[src/rtl/pcie_ser_pkg.sv]
// Shared types and constants for the PCIe lane serializer.
// Build option: define PCIE_SER_IDLE_FILL_EN to fill symbol gaps with IDLE_SYM.
package pcie_ser_pkg;

  // Shifter state: empty, or holding a symbol being shifted out.
  typedef enum logic {
    ST_IDLE  = 1'b0,
    ST_SHIFT = 1'b1
  } ser_state_e;

  localparam int SYM_W_DEF = 10;

  // K28.5 comma symbol, the default gap filler.
  localparam logic [9:0] K28_5 = 10'h0FA;

endpackage

[src/rtl/pcie_ser_holdbuf.sv]
// One-entry holding register between the encoder and the shifter.
//
// Handshake: a symbol transfers on a clock edge where sym_valid && sym_ready.
// sym_ready is high when the buffer is empty, or when the shifter drains it
// on this same edge (load_now), so a drain and a refill can share one edge.
// Transfers do not depend on the shift enable.
module pcie_ser_holdbuf #(
  parameter int SYM_W = 10
) (
  input  logic             clk,
  input  logic             rst,
  input  logic [SYM_W-1:0] sym_in,
  input  logic             sym_valid,
  input  logic             load_now,
  output logic             sym_ready,
  output logic             hold_full,
  output logic [SYM_W-1:0] hold
);

  logic transfer;

  assign sym_ready = !hold_full || load_now;
  assign transfer  = sym_valid && sym_ready;

  // Capture on transfer; a drain without a refill empties the buffer.
  always_ff @(posedge clk or negedge rst) begin
    if (!rst) begin
      hold_full <= 1'b0;
      hold      <= '0;
    end else if (transfer) begin
      hold_full <= 1'b1;
      hold      <= sym_in;
    end else if (load_now) begin
      hold_full <= 1'b0;
    end
  end

endmodule

[src/rtl/pcie_ser_piso.sv]
// Parallel-in/serial-out symbol serializer, LSB first, one bit per enabled
// clock, back-to-back symbols with no bubble.
// Build option: PCIE_SER_IDLE_FILL_EN -- once a data symbol has been shifted,
// gaps are filled with IDLE_SYM instead of returning to idle.
module pcie_ser_piso
  import pcie_ser_pkg::*;
#(
  parameter int             SYM_W    = SYM_W_DEF,
  parameter logic [SYM_W-1:0] IDLE_SYM = SYM_W'(K28_5)
) (
  input  logic             clk,
  input  logic             rst,
  input  logic             en,
  input  logic [SYM_W-1:0] sym_in,
  input  logic             sym_valid,
  output logic             sym_ready,
  output logic             sout,
  output logic             sout_valid,
  output logic             sym_start,
  output logic             dbg_state
);

  localparam int CW = (SYM_W > 1) ? $clog2(SYM_W) : 1;

  ser_state_e       state;
  logic [CW-1:0]    bcnt;
  logic [SYM_W-1:0] shifter;
  logic [SYM_W-1:0] hold;
  logic             hold_full;
  logic             last_bit;
  logic             load_now;

  assign last_bit = (state == ST_SHIFT) && (bcnt == CW'(SYM_W - 1));
  assign load_now = en && hold_full && ((state == ST_IDLE) || last_bit);

  pcie_ser_holdbuf #(
    .SYM_W (SYM_W)
  ) u_holdbuf (
    .clk       (clk),
    .rst       (rst),
    .sym_in    (sym_in),
    .sym_valid (sym_valid),
    .load_now  (load_now),
    .sym_ready (sym_ready),
    .hold_full (hold_full),
    .hold      (hold)
  );

`ifndef PCIE_SER_IDLE_FILL_EN
  // Filler symbol only matters in the fill build.
  logic unused_idle_sym;
  assign unused_idle_sym = ^IDLE_SYM;
`endif

  // Shifter FSM: load from the holding buffer, shift while enabled, and at
  // the last bit either reload, fill, or fall back to idle. The shifter is
  // cleared on idle so sout reads 0 there. With en low everything freezes.
  always_ff @(posedge clk or negedge rst) begin
    if (!rst) begin
      state   <= ST_IDLE;
      bcnt    <= '0;
      shifter <= '0;
    end else if (en) begin
      if (load_now) begin
        state   <= ST_SHIFT;
        bcnt    <= '0;
        shifter <= hold;
      end else if (state == ST_SHIFT) begin
        if (last_bit) begin
`ifdef PCIE_SER_IDLE_FILL_EN
          // SHIFT is only ever entered through a data load, so being here
          // means a data symbol has already gone out since reset.
          bcnt    <= '0;
          shifter <= IDLE_SYM;
`else
          state   <= ST_IDLE;
          bcnt    <= '0;
          shifter <= '0;
`endif
        end else begin
          bcnt    <= bcnt + CW'(1);
          shifter <= shifter >> 1;
        end
      end
    end
  end

  assign sout       = shifter[0];
  assign sout_valid = (state == ST_SHIFT);
  assign sym_start  = (state == ST_SHIFT) && (bcnt == '0);
  assign dbg_state  = state;

endmodule

[config.mk]
export PLATFORM = sky130hd
export DESIGN_NAME = pcie_ser_piso
export DESIGN_NICKNAME = d
export VERILOG_FILES = /design/src/rtl/pcie_ser_pkg.sv /design/src/rtl/pcie_ser_holdbuf.sv /design/src/rtl/pcie_ser_piso.sv
export SDC_FILE = /design/constraint.sdc
export NUM_CORES = 1
export LEC_CHECK = 0
export BUFFER_PORTS_ARGS = -buffer_cell sky130_fd_sc_hd__buf_4
export CORE_MARGIN = 4
export CORE_UTILIZATION = 54
export CTS_CLUSTER_SIZE = 10
export DETAILED_ROUTE_END_ITERATION = 8
export PLACE_DENSITY = 0.76
export REMOVE_ABC_BUFFERS = 1
export SYNTH_ARGS = -nofsm -noshare
export SYNTH_HDL_FRONTEND = slang
export SYNTH_HIERARCHICAL = 1
export SYNTH_SLANG_ARGS = --single-unit
[constraint.sdc]
create_clock -name clk -period 2 [get_ports clk]
set_input_delay 0.4 -clock clk [delete_from_list [all_inputs] [get_ports clk]]
set_output_delay 0.4 -clock clk [all_outputs]
set_load 0.02 [all_outputs]
# Word level (Yosys, flattened, before mapping)
# Index checks and enable logic that the tools add are counted.
# Widths: inputs -> output; s select.
# classes
add_sub_neg	1
n_eq_ne	1
muxes	11
bitwise	1
n_reduce_logical	12
# op_table
cell	n
$mux 10	2
$mux 4	3
$mux 9	1
$logic_and 1x1->1	5
$mux 1	5
$add 4x1->4 const B	1
$eq 4x4->1 const B	1
$logic_not 4->1	1
$reduce_bool 2->1	2
$logic_or 1x1->1	2
$reduce_and 2->1	1
$logic_not 1->1	1
$not 1->1	1
# totals
regBits	26
output_inout_bits	5

# Logic depth before layout (Yosys ltp)
# Gate-level depths: netlist of run 1.
# logic_depth
depth_word	7
mapped_depth	8
mapped_depth_nobuf	7

# Modules after synthesis
# The synthesis of run 1 kept the hierarchy.
# by_module_without_submodules
mod	instances	cells_each	area_per_inst_um2	seq_area_each_um2
pcie_ser_piso	1	67	773.2	375.4
pcie_ser_holdbuf	1	24	465.4	275.3

# Worst setup path before layout of run 1
# Ideal clock, no wire load.
# synth_path
path_type	reg2reg
start	register bcnt[1]
end	register u_holdbuf.hold[0]
setup_ps	125
arrival_ps	1742
path_slack_ps	133
stages_incl_launch_ff	9
path_buffers	1
synth_period_minus_slack_ps	1867
path_cell_list	dfrtp_1 > inv_1 > ha_1 > nand3b_4 > a21oi_1 > buf_2 > nand2b_4 > nand2_8 > mux2_4
# synth_via
elab_chain_len	6
# synth_rtl
element	line_no	rtl
start: declaration	pcie_ser_piso.sv:26	logic [CW-1:0] bcnt;
start signal: assignment	pcie_ser_piso.sv:81	bcnt <= bcnt + CW'(1);
$eq 4x4->1	pcie_ser_piso.sv:33	assign last_bit = (state == ST_SHIFT) && (bcnt == CW'(SYM_W - 1));
$logic_and 1x1->1	pcie_ser_piso.sv:33	
$logic_or 1x1->1	pcie_ser_piso.sv:34	assign load_now = en && hold_full && ((state == ST_IDLE) || last_bit);
$logic_and 1x1->1	pcie_ser_piso.sv:34	
via load_now	pcie_ser_piso.sv:31	logic load_now;
$logic_or 1x1->1	pcie_ser_holdbuf.sv:22	assign sym_ready = !hold_full || load_now;
via sym_ready	pcie_ser_piso.sv:16	output logic sym_ready,
$logic_and 1x1->1	pcie_ser_holdbuf.sv:23	assign transfer = sym_valid && sym_ready;
end signal: assignment	pcie_ser_holdbuf.sv:32	hold <= sym_in;
end: declaration	pcie_ser_holdbuf.sv:17	output logic [SYM_W-1:0] hold
# The timed path passes the listed nets, and every way through them passes these cells.
# A chain may end at the register's enable or synchronous reset.

# Final worst setup path of run 1
# layout_path
start	register bcnt[1]
end	output port sym_ready
# layout_via
elab_chain_len	5
# layout_rtl
element	line_no
$eq 4x4->1	pcie_ser_piso.sv:33
$logic_and 1x1->1	pcie_ser_piso.sv:33
$logic_or 1x1->1	pcie_ser_piso.sv:34
$logic_and 1x1->1	pcie_ser_piso.sv:34
$logic_or 1x1->1	pcie_ser_holdbuf.sv:22
end: declaration	pcie_ser_piso.sv:16
# No other way between the ends.

==> impl_metrics.ini, run 1 <==
[cts]
clkTransAtPathRegs_ps = 140
clockBufferDepth = 2
clock-sinks = 26
cts_root_buf = clkbuf_4
cts_buffers = 3
cts_max_level = 1
worstSkewPairLatency_ps = 320
cts_tree = yes

[grt]
grt_pass1_wl_um = 3808
grt_util_all_layers_pct = 15.39
grt_pass1_vias = 810
grt_max_degree = 27
antenna_found_initial = 0
gr-total-overflow = 0

[critical_path]
reg2reg_depth = 8
worst_setup_path_start_kind = register
critPathMaxFanout = 5
ff2ff_setup_slack_ps = 270
critical-path-max-stage-delay_ps = 420
crit_path_end_kind = output port
worst_path_max_delay_cell = dfrtp_1
critPathKind = register to output port
crit_chain = inv_2, ha_4, nand3b_4, a21oi_2, nand2b_4, buf_4
timing.rr.start = bcnt[1]
crit_required_ps = 1600
worst_r2r_endpoint = u_holdbuf/hold[2]
arrival_ps = 1530

[floorplanning]
die_y_um = 55.90
initial_core_util_pct = 56.54
fp-row-count = 17
core_sq_um = 2191
io-pin-count = 19
die_area_sq_um = 3124
die_w_um = 55.90

[route]
drtPass1Iterations = 4
avgRoutedWirePerCell_um = 15.11
wirelength_um = 2146
drc = 0
ant_nets = 0
vias_per_cell = 5.831
drtIter0Drc = 15
num_vias = 828

[synthesis]
syn_area_per_cell_sq_um = 13.61
synth_compound_area_share_pct = 12.32
synth_edf_count = 0
ys_types = 28
synth_flop_cell = dfrtp_1
muxShareOfSynthArea_pct = 13.84
syn_area_sq_um = 1239
synth_seq_cells = 26
synth_fa_ha_area_share_pct = 3.030
yosys_warnings = 6
synth_top_family_by_area = simple AND/OR/NAND/NOR gates
synthesis.instances = 91
ys_seq_area_share_pct = 52.53
synth-xor-area-share_pct = 0
synthSimpleGateAreaFrac_pct = 14.34
async_flop_share_pct = 100.0

[placed_design]
gp_congestion = 0.7836
place_inst = 134
dp_hpwl_um = 1388
numPortBuffers = 18
dp_slack_ps = 226.2

[pwr]
switchingPower_mw = 0.5803
p_leak_nw = 0.7401
power.share.clock_pct = 18.2
powerDensity_nw_per_um2 = 1323
swShare_pct = 29.42
vdd_drop_max_uv = 886.2
pwr-share-seq_pct = 46.3
p_int_mw = 1.392
power_frac_comb_pct = 35.5

[timing]
finalMaxSlewViolations = 0
setup_viol = 0
fmax_mhz = 517.2
worst-slew-pin-transition_ps = 333.2
period_needed_ps = 1933
worst_slack_ps = 66.60
post-route-period-util_pct = 96.67
fin_skew_ps = 4.285
relSlewSlack_pct = 77.79
finalHoldViolCount = 0

[cells_and_area]
fill_cells = 160
layout-drive-gt1-share_pct = 39.47
layout.nets = 132
mostFrequentLayoutCell = dfrtp_1
most-common-layout-cells = 26 x dfrtp_1, 23 x buf_4, 10 x and2_1, 10 x mux2_4, 9 x a221o_1
syn_to_final_growth_pct = 20.40
antennaDiodeCount = 0
fin_cells = 142

[hold_path]
hp-class = input pin to register
whs_endpoint = u_holdbuf/hold[0]
holdPathStages = 2
min-delay-start = sym_in[0]

[outcome]
status = finished, final reports clean

[flow_run]
max_cap_violations = 0
-- logic make-up (layout without fill, tap and decap cells) --
group / count (synthesis) / count (layout)
flops: 26 / 26
simple gates: 23 / 23
compound gates: 18 / 18
mux: 12 / 12
buf+inv: 9 / 32
fa+ha+maj: 3 / 3
-- worst max-delay path, delay by kind of cell (launching register included) --
family	cells	cell delay, ps
AO/OA/AOI/OAI	1	170
adder cells (fa/ha/maj)	1	140
AND/OR/NAND/NOR	2	240
buffers and inverters	2	220
flip-flops	1	420
-- worst max-delay path by stage --
stage	from	to	slack [ps]	cells after the start
finish	bcnt[1]	sym_ready	70	6
global route	bcnt[1]	sym_ready	-8	6
CTS	bcnt[1]	sym_ready	1	6
detailed placement	bcnt[1]	u_holdbuf/hold[2]	230	7
global placement	bcnt[1]	sym_ready	290	6
floorplan	bcnt[1]	u_holdbuf/hold[0]	-100	7
-- power groups by stage --
| stage | clock [mW] | combinational, mW | sequential (mW) |
|---|---|---|---|
| floorplan | 0 | 0.499 | 0.887 |
| global placement | 0 | 0.622 | 0.911 |
| detailed placement | 0 | 0.642 | 0.921 |
| CTS | 0.369 | 0.679 | 0.910 |
| global route | 0.394 | 0.762 | 0.946 |
| finish | 0.358 | 0.700 | 0.914 |
-- state kept, by name, summed over array words and instances (netlist names) --
name                 cells
u_holdbuf/hold          10
dbg_state                1
bcnt                     4
shifter                 10
u_holdbuf/hold_full      1
-- Yosys cell counts (all sizes together) (2+ instances only) --
library cell	count	area share [%]
mux2	11	13
a221o	9	7.3
o21ai	2	0.81
and2	10	5.1
a22o	3	2.1
nand2	5	2.8
dfrtp	26	53
buf	5	2.7
nand3b	2	2.2
inv	4	1.2
nand2b	2	1.6
ha	3	3.0
-- layer usage --
metal	global-route usage (%)	part of all wire [%]
met3	3.248	5.4
met2	25.17	48
met4	6.102	1.5
met1	19.91	45
met5	0	0
-- cell type report --
class / count / area, sq um / share of cell area, %
flip-flops and latches: 26 / 650.6 / 43.62
multi-input cells: 56 / 555.5 / 37.25
repair buffers: 24 / 182.7 / 12.25
well taps: 28 / 35.03 / 2.349
clock inverters: 1 / 30.03 / 2.013
clock buffers: 3 / 22.52 / 1.510
inverters: 4 / 15.01 / 1.007
-- metrics by stage --
step | hold slack, ps | power [mW] | setup TNS (ps) | cell area, sq um | util [%]
2_1_floorplan | 104.4 | 1.386 | -968.2 | 1205 | -
3_3_place_gp | 323.1 | 1.533 | 0 | 1390 | 63.45
3_5_place_dp | 327.1 | 1.563 | 0 | 1390 | 63.45
4_1_cts | 281.5 | 1.958 | 0 | 1474 | 67.28
5_1_grt | 269.5 | 2.102 | -7.592 | 1491 | 68.08
6_report | 293.4 | 1.973 | 0 | 1491 | 68.08
-- repair_timing --
item	4_1_cts	5_1_grt
endpoints found under the setup margin	1	1
gates resized for setup	2	2
hold buffers	1	0
endpoints found under the hold margin	26	0
buffers inserted	2	1
(Power assumes the default switching activity.)
==> run 2: changes to the inputs <==
BUFFER_PORTS_ARGS = -buffer_cell sky130_fd_sc_hd__buf_2   (was -buffer_cell sky130_fd_sc_hd__buf_4)
RECOVER_POWER = 25   (was default)
SETUP_SLACK_MARGIN = 0.15   (was default)
==> run 2 against run 1 <==
  * First-iteration DRC count unchanged
  * Worst hold slack improved by 1.9 ps
  * Critical path depth unchanged
  * Clock skew increased by 2.5 ps
  * Critical endpoint unchanged
  * Highest routed layer unchanged
==> impl_metrics.ini, run 2 (synthesis gave the netlist of run 1 again) <==
[route]
ant_nets = 0
avgRoutedWirePerCell_um = 15.70
drc = 0
drtIter0Drc = 15
vias_per_cell = 5.466
num_vias = 798
wirelength_um = 2292
drtPass1Iterations = 4

[cts]
clkTransAtPathRegs_ps = 150
worstSkewPairLatency_ps = 320
cts_max_level = 1
clockBufferDepth = 2
clock-sinks = 26
cts_root_buf = clkbuf_4
cts_buffers = 3
cts_tree = yes

[pwr]
vdd_drop_max_uv = 885.8
swShare_pct = 30.18
switchingPower_mw = 0.6126
power_frac_comb_pct = 36.8
p_int_mw = 1.417
power.share.clock_pct = 17.9
p_leak_nw = 0.7431
report.power.total_mw = 2.030
pwr-share-seq_pct = 45.3
powerDensity_nw_per_um2 = 1361

[timing]
worst-slew-pin-transition_ps = 1340
setup_viol = 0
fin_tns_setup_ps = 0
finalMaxSlewViolations = 0
fin_skew_ps = 6.739
finalHoldViolCount = 0
rsz0062_at_grt = yes
period_needed_ps = 1863
post-route-period-util_pct = 93.16
fmax_mhz = 536.7
worst_slack_ps = 136.9
holdWs_ps = 295.3
relSlewSlack_pct = 10.67

[grt]
gr-total-overflow = 0
grt_max_degree = 27
grt_pass1_wl_um = 3815
grt_util_all_layers_pct = 15.12
grt_pass1_vias = 842
antenna_found_initial = 0

[critical_path]
worst_setup_path_start_kind = register
critPathMaxFanout = 2
reg2reg_depth = 9
crit_required_ps = 1600
arrival_ps = 1460
crit_path_end_kind = output port
critPathKind = register to output port

[cells_and_area]
layout.nets = 136
syn_to_final_growth_pct = 20.40
reg.largest.list = shifter x10, u_holdbuf/hold x10, bcnt x4
most-common-layout-cells = 26 x dfrtp_1, 16 x buf_2, 10 x and2_1, 10 x buf_4, 10 x mux2_4
layout-drive-gt1-share_pct = 42.37
antennaDiodeCount = 0
mostFrequentLayoutCell = dfrtp_1

[floorplanning]
initial_core_util_pct = 56.54
die_y_um = 55.90
core_sq_um = 2191
die_w_um = 55.90
die_area_sq_um = 3124
io-pin-count = 19
fp-row-count = 17

[hold_path]
holdPathStages = 2
hp-class = input pin to register

[placed_design]
dp_hpwl_um = 1392
gp_congestion = 0.7879
numPortBuffers = 18
dp_slack_ps = 216.3

[flow_run]
max_cap_violations = 0

[outcome]
status = finished, final reports clean
## run 2: changes by cell type in the layout (fill, tap and decap cells not counted), sizes merged
| cell | delta |
|---|---|
| buf | +4 |
| clkbuf | +1 |
| dlygate4sd3 | -1 |
## run 2: timing repair
item                       4_1_cts  5_1_grt
setup endpoints to repair        1        2
pin swaps                        1        0
hold buffers                     0        0
setup buffers                    5        3
hold endpoints to repair         0        0
resized for setup                6        2
## run 2: final timing paths
path	from	end	slack (ps)
max	bcnt[1]	sym_ready	140
min	sym_in[3]	u_holdbuf/hold[3]	300
max reg2reg	bcnt[1]	u_holdbuf/hold[6]	230
min reg2reg	shifter[6]	shifter[5]	520
max in group asynchronous	rst	u_holdbuf/hold[7]	870
min in group asynchronous	rst	bcnt[2]	340
## run 2: power groups by stage
stage	Sequential, mW	Combinational (mW)	Clock, mW
after floorplan	0.887	0.499	0
after detailed placement	0.919	0.620	0
after global routing	0.949	0.808	0.386
after global placement	0.910	0.603	0
final	0.920	0.747	0.363
after CTS	0.912	0.705	0.361
## run 2: final cells by class
cell class	instances	area, sq um
clock buffer	3	22.52
clock inverter	1	30.03
fill	165	699.4
inverter	4	15.01
multi-input combinational	56	568.0
sequential	26	650.6
tap	28	35.03
timing repair buffer	28	170.2
## run 2: routing by layer
layer  vias up  track usage (%)  share of wire [%]  wire length [um]
met5         -                0                  0                 0
met4         0            4.068               0.70                16
met3         2            2.320                4.3                98
met2        17            26.18                 49              1115
met1       396            19.67                 46              1062
li1        383                -                  -                 -
## run 2: metrics by stage
stage	std cells	area [sq um]	utilization, %
after CTS	143	1458	66.53
after global routing	146	1491	68.08
after detailed placement	134	1345	61.39
after global placement	134	1345	61.39
after floorplan	86	1205	-
final	146	1491	68.08
## run 2: critical path: stages (launching register included)
cell and delay (ps):
dfrtp_1 420, inv_2 90, ha_4 140, nand3b_4 90, a21oi_4 140, nand2b_4 150
buf_6 110
